## src/rtl/p1_bus_cycle_ctl_pkg.sv

```systemverilog
// Shared types and timing defaults for the P1 (Multibus) master cycle controller.
// Command code bit 0 is the write flag and bit 1 the I/O-space flag.
package p1_bus_pkg;

  typedef enum logic [2:0] {IDLE, ARB, SETUP, CMD, HOLD, DONE} bus_state_e;

  typedef enum logic [1:0] {MRD = 2'd0, MWT = 2'd1, IOR = 2'd2, IOW = 2'd3} bus_cmd_e;

  localparam int DEF_SETUP_CYC = 2;
  localparam int DEF_HOLD_CYC  = 1;
  localparam int DEF_TIMEOUT   = 255;
  localparam int DEF_TW        = 8;

  function automatic bus_cmd_e cmd_encode(input logic write, input logic io);
    return bus_cmd_e'({io, write});
  endfunction

  function automatic logic cmd_is_write(input bus_cmd_e c);
    return c[0];
  endfunction

  // Active-low strobe vector ordered {iowc_n, iorc_n, mwtc_n, mrdc_n}
  function automatic logic [3:0] cmd_strobes_n(input bus_cmd_e c);
    return ~(4'b0001 << c);
  endfunction

endpackage

```

## src/rtl/p1_bus_cycle_ctl_if.sv

```systemverilog
// CPU-side request and P1 bus-side signals of the cycle controller.
// The master modport is the controller's view; slave is the environment's.
interface p1_bus_cycle_ctl_if;
  logic cpu_req;
  logic cpu_write;
  logic cpu_io;
  logic p1init;
  logic aen;
  logic xack_n;
  logic sysb;
  logic adr_oe;
  logic dat_oe;
  logic rd_latch;
  logic mrdc_n;
  logic mwtc_n;
  logic iorc_n;
  logic iowc_n;
  logic dtack;
  logic berr;

  modport master (
    input  cpu_req, cpu_write, cpu_io, p1init, aen, xack_n,
    output sysb, adr_oe, dat_oe, rd_latch, mrdc_n, mwtc_n, iorc_n, iowc_n, dtack, berr
  );

  modport slave (
    output cpu_req, cpu_write, cpu_io, p1init, aen, xack_n,
    input  sysb, adr_oe, dat_oe, rd_latch, mrdc_n, mwtc_n, iorc_n, iowc_n, dtack, berr
  );
endinterface

```

## src/rtl/p1_bus_cycle_ctl_sync2.sv

```systemverilog
// Two-flop synchronizer for a single asynchronous level; resets to 0.
module p1_sync2 (
  input  logic clk,
  input  logic rst_n,
  input  logic d,
  output logic q
);

  logic meta;

  always_ff @(posedge clk or negedge rst_n) begin
    if (!rst_n) begin
      meta <= 1'b0;
      q    <= 1'b0;
    end else begin
      meta <= d;
      q    <= meta;
    end
  end

endmodule

```

## src/rtl/p1_bus_cycle_ctl.sv

```systemverilog
// Multibus (P1) master cycle controller: arbitrates for the bus, runs one
// MRDC/MWTC/IORC/IOWC cycle with setup/hold timing, and answers dtack or berr.
module p1_bus_cycle_ctl
  import p1_bus_pkg::*;
#(
  parameter int SETUP_CYC = DEF_SETUP_CYC,
  parameter int HOLD_CYC  = DEF_HOLD_CYC,
  parameter int TIMEOUT   = DEF_TIMEOUT,
  parameter int TW        = DEF_TW
) (
  input logic                 clk,
  input logic                 rst_n,
  p1_bus_cycle_ctl_if.master  bus
);

  localparam int PMAX = (SETUP_CYC > HOLD_CYC) ? SETUP_CYC : HOLD_CYC;
  localparam int PW   = $clog2(PMAX + 1);

  bus_state_e    state;
  bus_cmd_e      cmd;
  logic [PW-1:0] phase;
  logic [TW-1:0] tmo;
  logic          err;
  logic          req_lost;
  logic          sysb_q;
  logic          adr_oe_q;
  logic          dat_oe_q;
  logic          rd_latch_q;
  logic          dtack_q;
  logic          berr_q;
  logic [3:0]    strobe_n;

  logic xack_raw;
  logic xack_s;
  logic tmo_hit;
  logic grant_lost;
  logic setup_done;
  logic hold_done;
  logic err_now;
  logic answer;

  assign xack_raw = ~bus.xack_n;

  p1_sync2 u_xack_sync (
    .clk   (clk),
    .rst_n (rst_n),
    .d     (xack_raw),
    .q     (xack_s)
  );

  assign tmo_hit    = (tmo == TW'(TIMEOUT - 1));
  assign grant_lost = ~bus.aen;
  assign setup_done = (phase == PW'(SETUP_CYC - 1));
  assign hold_done  = (phase == PW'(HOLD_CYC - 1));
  assign err_now    = err | grant_lost;
  // The CPU only gets an answer if it kept its request up for the whole cycle
  assign answer     = bus.cpu_req & ~req_lost;

  always_ff @(posedge clk or negedge rst_n) begin
    if (!rst_n) begin
      state      <= IDLE;
      cmd        <= MRD;
      phase      <= '0;
      tmo        <= '0;
      err        <= 1'b0;
      req_lost   <= 1'b0;
      sysb_q     <= 1'b0;
      adr_oe_q   <= 1'b0;
      dat_oe_q   <= 1'b0;
      rd_latch_q <= 1'b0;
      dtack_q    <= 1'b0;
      berr_q     <= 1'b0;
      strobe_n   <= 4'b1111;
    end else if (bus.p1init) begin
      state      <= IDLE;
      cmd        <= MRD;
      phase      <= '0;
      tmo        <= '0;
      err        <= 1'b0;
      req_lost   <= 1'b0;
      sysb_q     <= 1'b0;
      adr_oe_q   <= 1'b0;
      dat_oe_q   <= 1'b0;
      rd_latch_q <= 1'b0;
      dtack_q    <= 1'b0;
      berr_q     <= 1'b0;
      strobe_n   <= 4'b1111;
    end else begin
      rd_latch_q <= 1'b0;
      dtack_q    <= 1'b0;
      berr_q     <= 1'b0;
      if ((state inside {ARB, SETUP, CMD, HOLD}) && !bus.cpu_req) begin
        req_lost <= 1'b1;
      end
      case (state)
        IDLE: begin
          if (bus.cpu_req) begin
            cmd      <= cmd_encode(bus.cpu_write, bus.cpu_io);
            sysb_q   <= 1'b1;
            err      <= 1'b0;
            req_lost <= 1'b0;
            state    <= ARB;
          end
        end
        ARB: begin
          if (bus.aen) begin
            adr_oe_q <= 1'b1;
            dat_oe_q <= cmd_is_write(cmd);
            phase    <= '0;
            tmo      <= '0;
            state    <= SETUP;
          end
        end
        SETUP: begin
          tmo <= tmo + 1'b1;
          if (grant_lost || tmo_hit) begin
            err   <= 1'b1;
            phase <= '0;
            state <= HOLD;
          end else if (setup_done && !xack_s) begin
            strobe_n <= cmd_strobes_n(cmd);
            state    <= CMD;
          end else if (!setup_done) begin
            phase <= phase + 1'b1;
          end
        end
        CMD: begin
          tmo <= tmo + 1'b1;
          // XACK is checked ahead of the timeout so a late acknowledge still completes
          if (grant_lost) begin
            err      <= 1'b1;
            strobe_n <= 4'b1111;
            phase    <= '0;
            state    <= HOLD;
          end else if (xack_s) begin
            strobe_n   <= 4'b1111;
            rd_latch_q <= ~cmd_is_write(cmd);
            phase      <= '0;
            state      <= HOLD;
          end else if (tmo_hit) begin
            err      <= 1'b1;
            strobe_n <= 4'b1111;
            phase    <= '0;
            state    <= HOLD;
          end
        end
        HOLD: begin
          if (grant_lost) begin
            err <= 1'b1;
          end
          if (hold_done) begin
            sysb_q   <= 1'b0;
            adr_oe_q <= 1'b0;
            dat_oe_q <= 1'b0;
            dtack_q  <= answer & ~err_now;
            berr_q   <= answer & err_now;
            state    <= DONE;
          end else begin
            phase <= phase + 1'b1;
          end
        end
        DONE: begin
          if (!bus.cpu_req) begin
            state <= IDLE;
          end
        end
        default: state <= IDLE;
      endcase
    end
  end

  assign bus.sysb     = sysb_q;
  assign bus.adr_oe   = adr_oe_q;
  assign bus.dat_oe   = dat_oe_q;
  assign bus.rd_latch = rd_latch_q;
  assign bus.dtack    = dtack_q;
  assign bus.berr     = berr_q;
  assign {bus.iowc_n, bus.iorc_n, bus.mwtc_n, bus.mrdc_n} = strobe_n;

endmodule

```

## src/flat_wrapper.sv

```systemverilog
// flat-port wrapper written by rule: the top's interface ports become plain ports
module p1_bus_cycle_ctl_flat import p1_bus_pkg::*;
#(
  parameter int SETUP_CYC = DEF_SETUP_CYC,
  parameter int HOLD_CYC  = DEF_HOLD_CYC,
  parameter int TIMEOUT   = DEF_TIMEOUT,
  parameter int TW        = DEF_TW
)
  (clk, rst_n, bus_cpu_req, bus_cpu_write, bus_cpu_io, bus_p1init, bus_aen, bus_xack_n, bus_sysb, bus_adr_oe, bus_dat_oe, bus_rd_latch, bus_mrdc_n, bus_mwtc_n, bus_iorc_n, bus_iowc_n, bus_dtack, bus_berr);
  p1_bus_cycle_ctl_if bus_i ();
  input logic clk;
  input logic rst_n;
  input wire logic [$bits(bus_i.cpu_req)-1:0] bus_cpu_req;
  input wire logic [$bits(bus_i.cpu_write)-1:0] bus_cpu_write;
  input wire logic [$bits(bus_i.cpu_io)-1:0] bus_cpu_io;
  input wire logic [$bits(bus_i.p1init)-1:0] bus_p1init;
  input wire logic [$bits(bus_i.aen)-1:0] bus_aen;
  input wire logic [$bits(bus_i.xack_n)-1:0] bus_xack_n;
  output wire logic [$bits(bus_i.sysb)-1:0] bus_sysb;
  output wire logic [$bits(bus_i.adr_oe)-1:0] bus_adr_oe;
  output wire logic [$bits(bus_i.dat_oe)-1:0] bus_dat_oe;
  output wire logic [$bits(bus_i.rd_latch)-1:0] bus_rd_latch;
  output wire logic [$bits(bus_i.mrdc_n)-1:0] bus_mrdc_n;
  output wire logic [$bits(bus_i.mwtc_n)-1:0] bus_mwtc_n;
  output wire logic [$bits(bus_i.iorc_n)-1:0] bus_iorc_n;
  output wire logic [$bits(bus_i.iowc_n)-1:0] bus_iowc_n;
  output wire logic [$bits(bus_i.dtack)-1:0] bus_dtack;
  output wire logic [$bits(bus_i.berr)-1:0] bus_berr;
  assign bus_i.cpu_req = bus_cpu_req;
  assign bus_i.cpu_write = bus_cpu_write;
  assign bus_i.cpu_io = bus_cpu_io;
  assign bus_i.p1init = bus_p1init;
  assign bus_i.aen = bus_aen;
  assign bus_i.xack_n = bus_xack_n;
  assign bus_sysb = bus_i.sysb;
  assign bus_adr_oe = bus_i.adr_oe;
  assign bus_dat_oe = bus_i.dat_oe;
  assign bus_rd_latch = bus_i.rd_latch;
  assign bus_mrdc_n = bus_i.mrdc_n;
  assign bus_mwtc_n = bus_i.mwtc_n;
  assign bus_iorc_n = bus_i.iorc_n;
  assign bus_iowc_n = bus_i.iowc_n;
  assign bus_dtack = bus_i.dtack;
  assign bus_berr = bus_i.berr;
  p1_bus_cycle_ctl #(.SETUP_CYC(SETUP_CYC), .HOLD_CYC(HOLD_CYC), .TIMEOUT(TIMEOUT), .TW(TW)) u_core (.clk(clk), .rst_n(rst_n), .bus(bus_i));
endmodule
```

## config.mk

```make
export PLATFORM = sky130hd
export DESIGN_NAME = p1_bus_cycle_ctl_flat
export DESIGN_NICKNAME = d
export VERILOG_FILES = /design/src/rtl/p1_bus_cycle_ctl_pkg.sv /design/src/rtl/p1_bus_cycle_ctl_if.sv /design/src/rtl/p1_bus_cycle_ctl_sync2.sv /design/src/rtl/p1_bus_cycle_ctl.sv /design/src/flat_wrapper.sv
export SDC_FILE = /design/constraint.sdc
export NUM_CORES = 1
export LEC_CHECK = 0
export CAP_MARGIN = 20
export CORE_MARGIN = 2
export CORE_UTILIZATION = 55
export CTS_CLUSTER_SIZE = 40
export DETAILED_ROUTE_END_ITERATION = 8
export MAX_ROUTING_LAYER = met4
export PLACE_DENSITY = 0.79
export REMOVE_ABC_BUFFERS = 1
export SLEW_MARGIN = 20
export SYNTH_ARGS = -nofsm -noshare
export SYNTH_HDL_FRONTEND = slang
export SYNTH_SLANG_ARGS = --single-unit
```

## constraint.sdc

```tcl
create_clock -name clk -period 2.1 [get_ports clk]
set_input_delay 0.42 -clock clk [delete_from_list [all_inputs] [get_ports clk]]
set_output_delay 0.42 -clock clk [all_outputs]
set_load 0.02 [all_outputs]
```

Word-level counts from Yosys, hierarchy flattened --
Index checks and enable logic that the tools add are counted.
Operators by class: reduce and logical (&&, ||, !) cells 25, equal/unequal tests 22, add/subtract/negate cells 2, mux-type cells 66, shift-type cells 1, bitwise gates (word level) 10
Operator list (count):
- 3-bit 2-to-1 mux | 10
- 1-bit 2-to-1 mux | 28
- 2-bit 2-to-1 mux | 12
- 4-bit 2-to-1 mux | 6
- 3-bit inequality test (second input constant) | 8
- 3-bit one-hot mux with 6 select lines | 1
- 6-bit AND reduction | 3
- 8-bit 2-to-1 mux | 2
- 4-bit inequality test (second input constant) | 4
- 8-bit one-hot mux with 2 select lines | 1
- 3-bit nonzero test | 4
- 5-bit nonzero test | 2
- 8-bit by 1-bit adder with 8-bit output (second input constant) | 1
- 8-bit equality test (second input constant) | 1
- 2-bit one-hot mux with 4 select lines | 1
- 4-bit one-hot mux with 2 select lines | 1
- 3-bit by 2-bit equality test with 1-bit output (second input constant) | 2
- 3-bit equality test (second input constant) | 2
- 1-bit one-hot mux with 2 select lines | 3
- 3-bit AND reduction | 2
- 5-bit by 4-bit inequality test with 1-bit output (second input constant) | 1
- 1-bit inverter | 5
- 4-bit by 3-bit inequality test with 1-bit output (second input constant) | 1
- 4-bit inverter | 1
- 18 further kinds | 24
Word-level totals: register bits 29, input port bits 8, logic and storage cells 141, output and inout port bits 10

Logic depth before layout (Yosys ltp) --
Gate-level depths: netlist (run 1).
word-level depth 7, depth in mapped cells 7, mapped depth without buffers 7

Cells and area by module --
A second synthesis (run 1) with hierarchy kept.
Unflattened totals: cell total of the unflattened synthesis 179, area total of the unflattened synthesis 1604.0 µm²
By module, submodules not included:
- p1_bus_cycle_ctl | area each 1554.0 µm², cells an instance 177, times used 1, seq. area each 680.7 µm²
- p1_sync2 | area each 50.0 µm², cells an instance 2, times used 1, seq. area each 50.0 µm²

Worst setup path before layout (run 1) --
OpenSTA, ideal clock, no wires.
path kind input to register, from input port bus_p1init, to register u_core.state[0], stages on the path 6, data required time 1.975 ns, slack 0.205 ns, path buffers 1, data arrival time 1.770 ns, library setup time 0.125 ns, cell sequence or3b_1 > buf_2 > or3_4 > o21ai_4 > nor2_2 > mux2_4
Between the ends: word-level cells in the longest chain between the ends 2, elaborated cells between the ends (all ways) 8, those cells by class 6 x eq/ne; 1 x mux; 1 x reduce/logical
Ends and longest elaborated chain:
- start: declaration | RTL line flat_wrapper.sv:16 | input wire logic [$bits(bus_i.p1init)-1:0] bus_p1init;
- 5-bit by 4-bit inequality test with 1-bit output (no source line), or another cell as far along
- 6-bit AND reduction (no source line)
- end signal: assignment | RTL line p1_bus_cycle_ctl.sv:61 | state <= IDLE;
- end signal: assignment | RTL line p1_bus_cycle_ctl.sv:75 | state <= IDLE;
- end signal: assignment | RTL line p1_bus_cycle_ctl.sv:102 | state <= ARB;
- end: declaration | RTL line p1_bus_cycle_ctl.sv:19 | bus_state_e state;
Several ways; a longest one is shown, not always the timed one. A chain may end at the register's enable or synchronous reset.

Worst setup path after layout (run 1) --
from register u_core.state[1], to register u_core.phase[1]
Between the ends: word-level cells in the longest chain between the ends 3, elaborated cells between the ends (all ways) 13, those cells by class 9 x eq/ne; 2 x mux; 2 x reduce/logical
Ends and longest elaborated chain:
- 3-bit by 2-bit equality test with 1-bit output, or another cell as far along | RTL line p1_bus_cycle_ctl.sv:95 | case (state)
- 5-bit by 4-bit inequality test with 1-bit output (no source line), or another cell as far along
- 6-bit AND reduction (no source line) / 2-bit 2-to-1 mux (equally long branches)
- end signal: assignment | RTL line p1_bus_cycle_ctl.sv:124 | phase <= phase + 1'b1;
- end signal: assignment | RTL line p1_bus_cycle_ctl.sv:159 | phase <= phase + 1'b1;
- end: declaration | RTL line p1_bus_cycle_ctl.sv:21 | logic [PW-1:0] phase;
Several ways; a longest one is shown, not always the timed one.

==> results.sh, run 1 <==
export IMPL_run_status="finished, final reports clean"
export IMPL_synth_seq_cells=29
export IMPL_setup_violations=0
export IMPL_met3_usage=0.07143
export IMPL_path_class="flop to flop"
export IMPL_met1_usage=0.3050
export IMPL_grt_busiest_layer="met2"
export IMPL_p_total_w=0.001742
export IMPL_synth_top_cell_area_share=0.3937
export IMPL_num_rows=19
export IMPL_dr_first_iter_drc_count=94
export IMPL_min_path_cells=0
export IMPL_start_util=0.5762
export IMPL_grtUsageMet2=0.4351
export IMPL_cts_sinks=29
export IMPL_cts_tree="yes"
export IMPL_dp_cells=234
export IMPL_ys_seq_area_frac=0.4598
export IMPL_synthFlopType="dfrtp_1"
export IMPL_start_kind="flop"
export IMPL_regArea_sq_um=730.7
export IMPL_worst_ep_arrival_time_ps=2200
export IMPL_htree_levels=2
export IMPL_worstPathRequired_ps=2320
export IMPL_numCtsBuffers=5
export IMPL_avgSynthCellArea_sq_um=9.029
export IMPL_syn_instance_count=176
export IMPL_n_antenna_cell=0
export IMPL_synth_common_cells="25 x dfrtp_1, 23 x nor2_1, 15 x o21ai_0"
export IMPL_dp_hpwl_mm=2.716
export IMPL_ys_warn_count=0
export IMPL_post_synth_top_count_cell="dfrtp_1"
export IMPL_grt_overflow=0
export IMPL_design_die_area_sq_mm=0.003335
export IMPL_rsz0062_at_grt="false"
export IMPL_yosys_area_top_type="dfrtp_1"
export IMPL_die_y_um=57.75
export IMPL_area_growth_pct=25.12
export IMPL_max_cap_viol_count=0
export IMPL_peakVddDrop_v=0.0007426
export IMPL_reg2reg_depth=5
export IMPL_hold_path_class="flop to flop"
export IMPL_cts_hold_fix_buffers=0
export IMPL_pin_count=18
export IMPL_worstReg2RegEnd="u_core.phase[1]"
export IMPL_critPathCaptureType="flop"
export IMPL_cts_clk_slew_worst_paths_ps=110
export IMPL_fin_crit_sh=0.9401
export IMPL_ctsLongestPathBuffers=2
export IMPL_fin_skew_ps=18.18
export IMPL_synthArstFlopShare=1.000
export IMPL_dr_pass1_iters=4
export IMPL_clk_latency_ps=350
export IMPL_io_buffer_count=17
export IMPL_drive_gt1_frac=0.1698
export IMPL_synth_edff_count=0
export IMPL_worst_pin_slew_ps=484.0
export IMPL_timing_final_max_slew_violations=0
export IMPL_nFillCells=202
export IMPL_antenna_found_initial=0
export IMPL_p_leak_nw=0.8680
export IMPL_final_antenna_net_count=0
export IMPL_die_w_um=57.75
export IMPL_fin_cells=243
export IMPL_cts_resized=0
export IMPL_period_minus_slack_ps=1974
export IMPL_viasPerCell=6.251
export IMPL_syn_area_sq_mm=0.001589
export IMPL_critPathMaxFanout=11
export IMPL_grt_start_max_net_pins=30
export IMPL_grt_first_pass_wirelength_mm=6.527
export IMPL_groute_usage_overall=0.2638
export IMPL_design_core_area_sq_mm=0.002758
export IMPL_drc=0
export IMPL_wl_per_cell_um=15.99
export IMPL_grt_pass1_vias=1489
export IMPL_multiInputGateArea_sq_um=787.0
export IMPL_timing_reg2reg_setup_slack_ps=130
export IMPL_synth_area_leaders="dfrtp_1 39%, dfstp_2 6.6%, nor2_1 5.4%, o21ai_0 4.7%, ha_1 3.1%"
export IMPL_fmax_ghz=0.5065
export IMPL_cts_root_buf="clkbuf_4"
export IMPL_vias=1519
export IMPL_wl_mm=3.885
export IMPL_hp_start="u_core.u_xack_sync.meta"
export IMPL_slew_headroom=0.6761
export IMPL_nets=223
export IMPL_hold_violations=0
export IMPL_pwr_density_cell_mw_per_mm2=876.3
export IMPL_holdPathEnd="u_core.u_xack_sync.q"
export IMPL_synth_cell_types=43
export IMPL_regToRegStartpoint="u_core.state[1]"
export IMPL_place_congestion=0.9010
[layout make-up]
| class | instances | area share |
|---|---|---|
| multi-input combinational | 129 | 0.3958 |
| sequential | 29 | 0.3675 |
| timing repair buffer | 35 | 0.1536 |
| tap | 31 | 0.01951 |
| inverter | 11 | 0.02077 |
| clock buffer | 7 | 0.02769 |
| clock inverter | 1 | 0.01510 |
[logic make-up after synthesis]
kind of cell / count (synthesis) / synth area share
AND/OR/NAND/NOR: 70 / 0.2205
adder cells (fa/ha/maj): 4 / 0.03150
multiplexers: 4 / 0.02834
flip-flops: 29 / 0.4598
buffers and inverters: 18 / 0.04488
AO/OA/AOI/OAI: 51 / 0.2150
[cells in the final DEF, fill, tap and decap left out, types with 2 or more instances in the layout]
master / synthesis / routed
a211oi_1: 4 / 4
nor4_1: 2 / 2
and3_1: 2 / 2
buf_4: 0 / 18
o21ai_0: 15 / 15
dfstp_2: 4 / 4
nand3b_1: 2 / 2
o31ai_1: 4 / 4
clkbuf_4: 0 / 5
a21o_1: 2 / 2
nand2b_1: 2 / 2
nand2_1: 13 / 13
nor2_1: 23 / 23
a32oi_1: 2 / 2
a21oi_1: 9 / 9
ha_1: 4 / 4
mux2i_1: 3 / 3
nand3_1: 4 / 4
o22ai_1: 2 / 2
or3_1: 2 / 2
inv_1: 11 / 11
o211ai_1: 3 / 3
or4_1: 2 / 2
clkdlybuf4s50_1: 0 / 17
nand4_1: 2 / 2
dfrtp_1: 25 / 25
nor3_1: 8 / 8
a31oi_1: 2 / 2
nor2b_1: 3 / 3
[worst max-delay path, cell delays in order, from the launching register on]
cell      delay, ps
dfrtp_1         550
or3b_1          430
or3_4           380
o211ai_1        230
o21bai_1        160
o22ai_1          90
[repair_timing]
item / CTS / global route
buffers inserted: 0 / 1
endpoints found under the hold margin: 0 / 0
endpoints found under the setup margin: 0 / 1
[metal layers]
layer / part of all wire / vias to the layer above / wire [um]
met5: 0 / - / 0
met3: 0.052 / 7 / 201
met2: 0.50 / 45 / 1959
li1: - / 701 / -
met1: 0.43 / 766 / 1666
met4: 0.015 / 0 / 57
[power by group]
part           total (W)  internal [W]  switching [W]
combinational   0.000554      0.000258       0.000296
sequential      0.000694      0.000615      0.0000787
clock           0.000494      0.000284       0.000210
total            0.00174       0.00116       0.000585
[sequential cells by signal, indices dropped and copies added (netlist names)]
| name | count |
|---|---|
| u_core.bus.sysb | 1 |
| u_core.u_xack_sync.q | 1 |
| u_core.cmd | 2 |
| u_core.state | 3 |
| u_core.bus.berr | 1 |
| u_core.bus.adr_oe | 1 |
| u_core.req_lost | 1 |
| u_core.strobe_n | 4 |
| u_core.bus.dtack | 1 |
| u_core.bus.rd_latch | 1 |
| u_core.u_xack_sync.meta | 1 |
| u_core.tmo | 8 |
| u_core.bus.dat_oe | 1 |
| u_core.err | 1 |
| u_core.phase | 2 |
[worst max-delay path by stage]
stage,startpoint,to,slack (ps),cells after the start
finish,u_core.state[1],u_core.phase[1],130,5
global route,u_core.tmo[0],u_core.err,40,7
CTS,u_core.phase[0],u_core.phase[1],100,7
detailed placement,bus_p1init,u_core.phase[1],-140,6
global placement,bus_p1init,u_core.state[0],-110,6
floorplan,u_core.state[2],u_core.state[0],90,5
[stage by stage]
| stage | utilization | TNS (ps) | hold slack, ps | setup WS (ps) | instance area [sq um] |
|---|---|---|---|---|---|
| 3_3_place_gp | 0.6874 | -310.3 | 333.5 | -114.1 | 1896 |
| 2_1_floorplan | - | 0 | 124.4 | 93.54 | 1559 |
| 4_1_cts | 0.7182 | 0 | 360.9 | 95.03 | 1981 |
| 5_1_grt | 0.7210 | 0 | 364.6 | 42.64 | 1988 |
| 3_5_place_dp | 0.6874 | -447.6 | 340.5 | -140.6 | 1896 |
| 6_report | 0.7210 | 0 | 357.8 | 125.7 | 1988 |
No activity file was read; power rests on OpenSTA's default activity.
==> run 2, diff against run 1 <==
--- a/config.mk
+++ b/config.mk
@@ -5,6 +5,7 @@
 export SDC_FILE = /design/constraint.sdc
 export NUM_CORES = 1
 export LEC_CHECK = 0
+export ABC_AREA = 1
 export CAP_MARGIN = 20
 export CORE_MARGIN = 2
 export CORE_UTILIZATION = 55
==> run 2 against run 1 <==
  * Via count increased by 4.5%
  * Routed wire length decreased by 9.8%
  * Global-route usage decreased by 3.2 points
  * Utilization decreased by 5.2 points
  * Clock power decreased by 2%
  * First-iteration DRC count decreased by 22%
  * Combinational power increased by 76%
  * Flip-flop and latch count unchanged
  * Worst hold slack improved by 7.0 ps
  * Sequential share of layout area decreased by 0.37 points
  * Power increased by 33%
  * Die area increased by 6.3%
  * Highest routed layer unchanged
==> results.sh, run 2 <==
export IMPL_run_status="finished, final reports clean"
export IMPL_worst_ep_arrival_time_ps=1460
export IMPL_critPathCaptureType="primary output"
export IMPL_cts_resized=0
export IMPL_start_util=0.5650
export IMPL_critPathMaxFanout=2
export IMPL_timing_final_max_slew_violations=0
export IMPL_hold_path_class="flop to flop"
export IMPL_n_antenna_cell=0
export IMPL_worstPathRequired_ps=1680
export IMPL_p_sw_w=0.0009565
export IMPL_slew_headroom=0.7579
export IMPL_design_die_area_sq_mm=0.003545
export IMPL_switching_share=0.4143
export IMPL_worstPathCellList="clkdlybuf4s50_1"
export IMPL_cts_sinks=29
export IMPL_critPathBufInv=1
export IMPL_synthFlopType="dfrtp_1"
export IMPL_num_rows=20
export IMPL_p_leak_nw=0.9838
export IMPL_p_seq_frac=0.368
export IMPL_area_growth_pct=18.36
export IMPL_cts_tree="yes"
export IMPL_reg_top3="u_core.tmo: 8 flops, u_core.strobe_n: 4 flops, u_core.state: 3 flops"
export IMPL_syn_instance_count=236
export IMPL_antenna_found_initial=0
export IMPL_fin_skew_ps=4.191
export IMPL_place_congestion=0.9310
export IMPL_cts_setup_buffers=0
export IMPL_path_class="flop to primary output"
export IMPL_slowest_delay_ps=590
export IMPL_slowest_stage="clkdlybuf4s50_1"
export IMPL_path_delay_family="buffers and inverters"
export IMPL_hold_violations=0
export IMPL_max_cap_viol_count=0
export IMPL_pin_count=18
export IMPL_nFillCells=261
export IMPL_grt_start_max_net_pins=30
export IMPL_numCtsBuffers=5
export IMPL_dp_hpwl_mm=2.609
export IMPL_viasPerCell=5.380
export IMPL_drc=0
export IMPL_yosys_area_top_type="dfrtp_1"
export IMPL_final_common_cell="nand2_1"
export IMPL_ys_seq_area_frac=0.4307
export IMPL_clockPowerShare=0.210
export IMPL_rsz0062_at_grt="false"
export IMPL_groute_usage_overall=0.2313
export IMPL_dr_pass1_iters=4
export IMPL_clk_latency_ps=340
export IMPL_fmax_ghz=0.5319
export IMPL_synth_common_cells="65 x nand2_1, 26 x inv_1, 26 x nand3_1"
export IMPL_worst_pin_slew_ps=363.2
export IMPL_final_antenna_net_count=0
export IMPL_grt_first_pass_wirelength_mm=5.913
export IMPL_multiInputGateArea_sq_um=830.8
export IMPL_grt_pass1_vias=1346
export IMPL_htree_levels=2
export IMPL_synthArstFlopShare=1.000
export IMPL_cts_clk_slew_worst_paths_ps=90
export IMPL_syn_area_sq_mm=0.001697
export IMPL_dp_slack_ps=127.9
export IMPL_synth_edff_count=0
export IMPL_design_core_area_sq_mm=0.003003
export IMPL_cts_hold_fix_buffers=0
export IMPL_synth_top_cell_area_share=0.3687
export IMPL_synth_seq_cells=29
export IMPL_synth_cell_types=23
export IMPL_setup_tns_ps=0
export IMPL_vias=1587
export IMPL_ys_warn_count=0
export IMPL_drive_gt1_frac=0.1298
export IMPL_wl_mm=3.503
export IMPL_grt_overflow=0
export IMPL_nets=273
export IMPL_die_w_um=59.54
export IMPL_cts_root_buf="clkbuf_4"
export IMPL_holdWs_ps=364.8
export IMPL_synth_area_leaders="dfrtp_1 37%, nand2_1 14%, nand3_1 7.7%, dfstp_2 6.2%, inv_1 5.8%"
export IMPL_fin_crit_sh=0.8953
export IMPL_combPwrFrac=0.423
export IMPL_io_buffer_count=17
export IMPL_fin_cells=295
export IMPL_die_y_um=59.54
export IMPL_peakVddDrop_v=0.0005598
export IMPL_p_int_w=0.001352
export IMPL_wl_per_cell_um=11.87
export IMPL_dr_first_iter_drc_count=73
export IMPL_regArea_sq_um=730.7
export IMPL_post_synth_top_count_cell="nand2_1"
export IMPL_setup_violations=0
export IMPL_largest_register_ffs=8
export IMPL_period_minus_slack_ps=1880
export IMPL_start_kind="flop"
export IMPL_postLayoutSetupSlackWorst_ps=219.9
export IMPL_pwr_density_cell_mw_per_mm2=1150
export IMPL_ctsLongestPathBuffers=2
export IMPL_most_common_layout_cells="65 x nand2_1, 26 x inv_1, 26 x nand3_1"
export IMPL_avgSynthCellArea_sq_um=7.189
export IMPL_largest_register="u_core.tmo"
export IMPL_dp_cells=287
run 2: changes by cell type after synthesis, moves of 6 or more:
cell,change
nand3_1,+22
nand2_1,+52
inv_1,+15
nand4_1,+6
inv_2,+6
o21ai_1,+6
run 2: per-layer routing:
layer | up-vias | GRT usage | share of wire
li1 | 817 | - | -
met2 | 50 | 0.3328 | 0.42
met4 | 0 | 0.07937 | 0.016
met1 | 715 | 0.3176 | 0.50
met5 | - | - | 0
met3 | 5 | 0.05895 | 0.059
run 2: logic make-up (layout without fill, tap and decap cells):
logic type	after synthesis	count (layout)	synth area share
and+or+nand+nor	136	136	0.3577
DFF	29	29	0.4307
xor gates and xnor gates	1	1	0.005163
buffers and inverters	35	61	0.07964
adders and majority gates	4	4	0.02950
AOI/OAI and AO/OA	31	31	0.09735
run 2: stage by stage:
stage                     power, W  instance area, sq um    util
after floorplan           0.001513                  1682       -
after global placement    0.001821                  1923  0.6404
after detailed placement  0.001821                  1923  0.6404
after CTS                 0.002305                  2008  0.6688
after global routing      0.002467                  2008  0.6688
final                     0.002309                  2008  0.6688
run 2: path summary, 6_finish.rpt:
| kind | start | to | slack (ps) | depth (start not counted) |
|---|---|---|---|---|
| min in group asynchronous | rst_n | u_core.tmo[5] | 450 | 2 |
| setup reg to reg | u_core.state[2] | u_core.strobe_n[3] | 500 | 8 |
| hold / removal | u_core.u_xack_sync.meta | u_core.u_xack_sync.q | 360 | 0 |
| setup / recovery | u_core.strobe_n[3] | bus_iowc_n | 220 | 1 |
| max in group asynchronous | rst_n | u_core.strobe_n[0] | 1340 | 2 |
| hold reg to reg | u_core.u_xack_sync.meta | u_core.u_xack_sync.q | 360 | 0 |
run 2: area by class of cell:
| class | instances | share of cell area |
|---|---|---|
| flip-flops and latches | 29 | 0.3639 |
| clock buffers | 7 | 0.02741 |
| repair buffers | 21 | 0.09969 |
| well taps | 33 | 0.02056 |
| clock inverters | 1 | 0.01495 |
| inverters | 32 | 0.05981 |
| multi-input cells | 172 | 0.4137 |
run 2: power by group through the flow:
stage                     combinational, W  sequential, W  clock [W]
after detailed placement          0.000964       0.000858          0
after CTS                         0.000967       0.000847   0.000491
after global routing               0.00109       0.000870   0.000505
final                             0.000976       0.000849   0.000484
after global placement            0.000966       0.000855          0
after floorplan                   0.000596       0.000917          0
==> run 3, diff against run 2 <==
--- a/config.mk
+++ b/config.mk
@@ -5,7 +5,6 @@
 export SDC_FILE = /design/constraint.sdc
 export NUM_CORES = 1
 export LEC_CHECK = 0
-export ABC_AREA = 1
 export CAP_MARGIN = 20
 export CORE_MARGIN = 2
 export CORE_UTILIZATION = 55
==> results of run 3 <==
Final layout, timing and power as in run 1 (identical DEF).
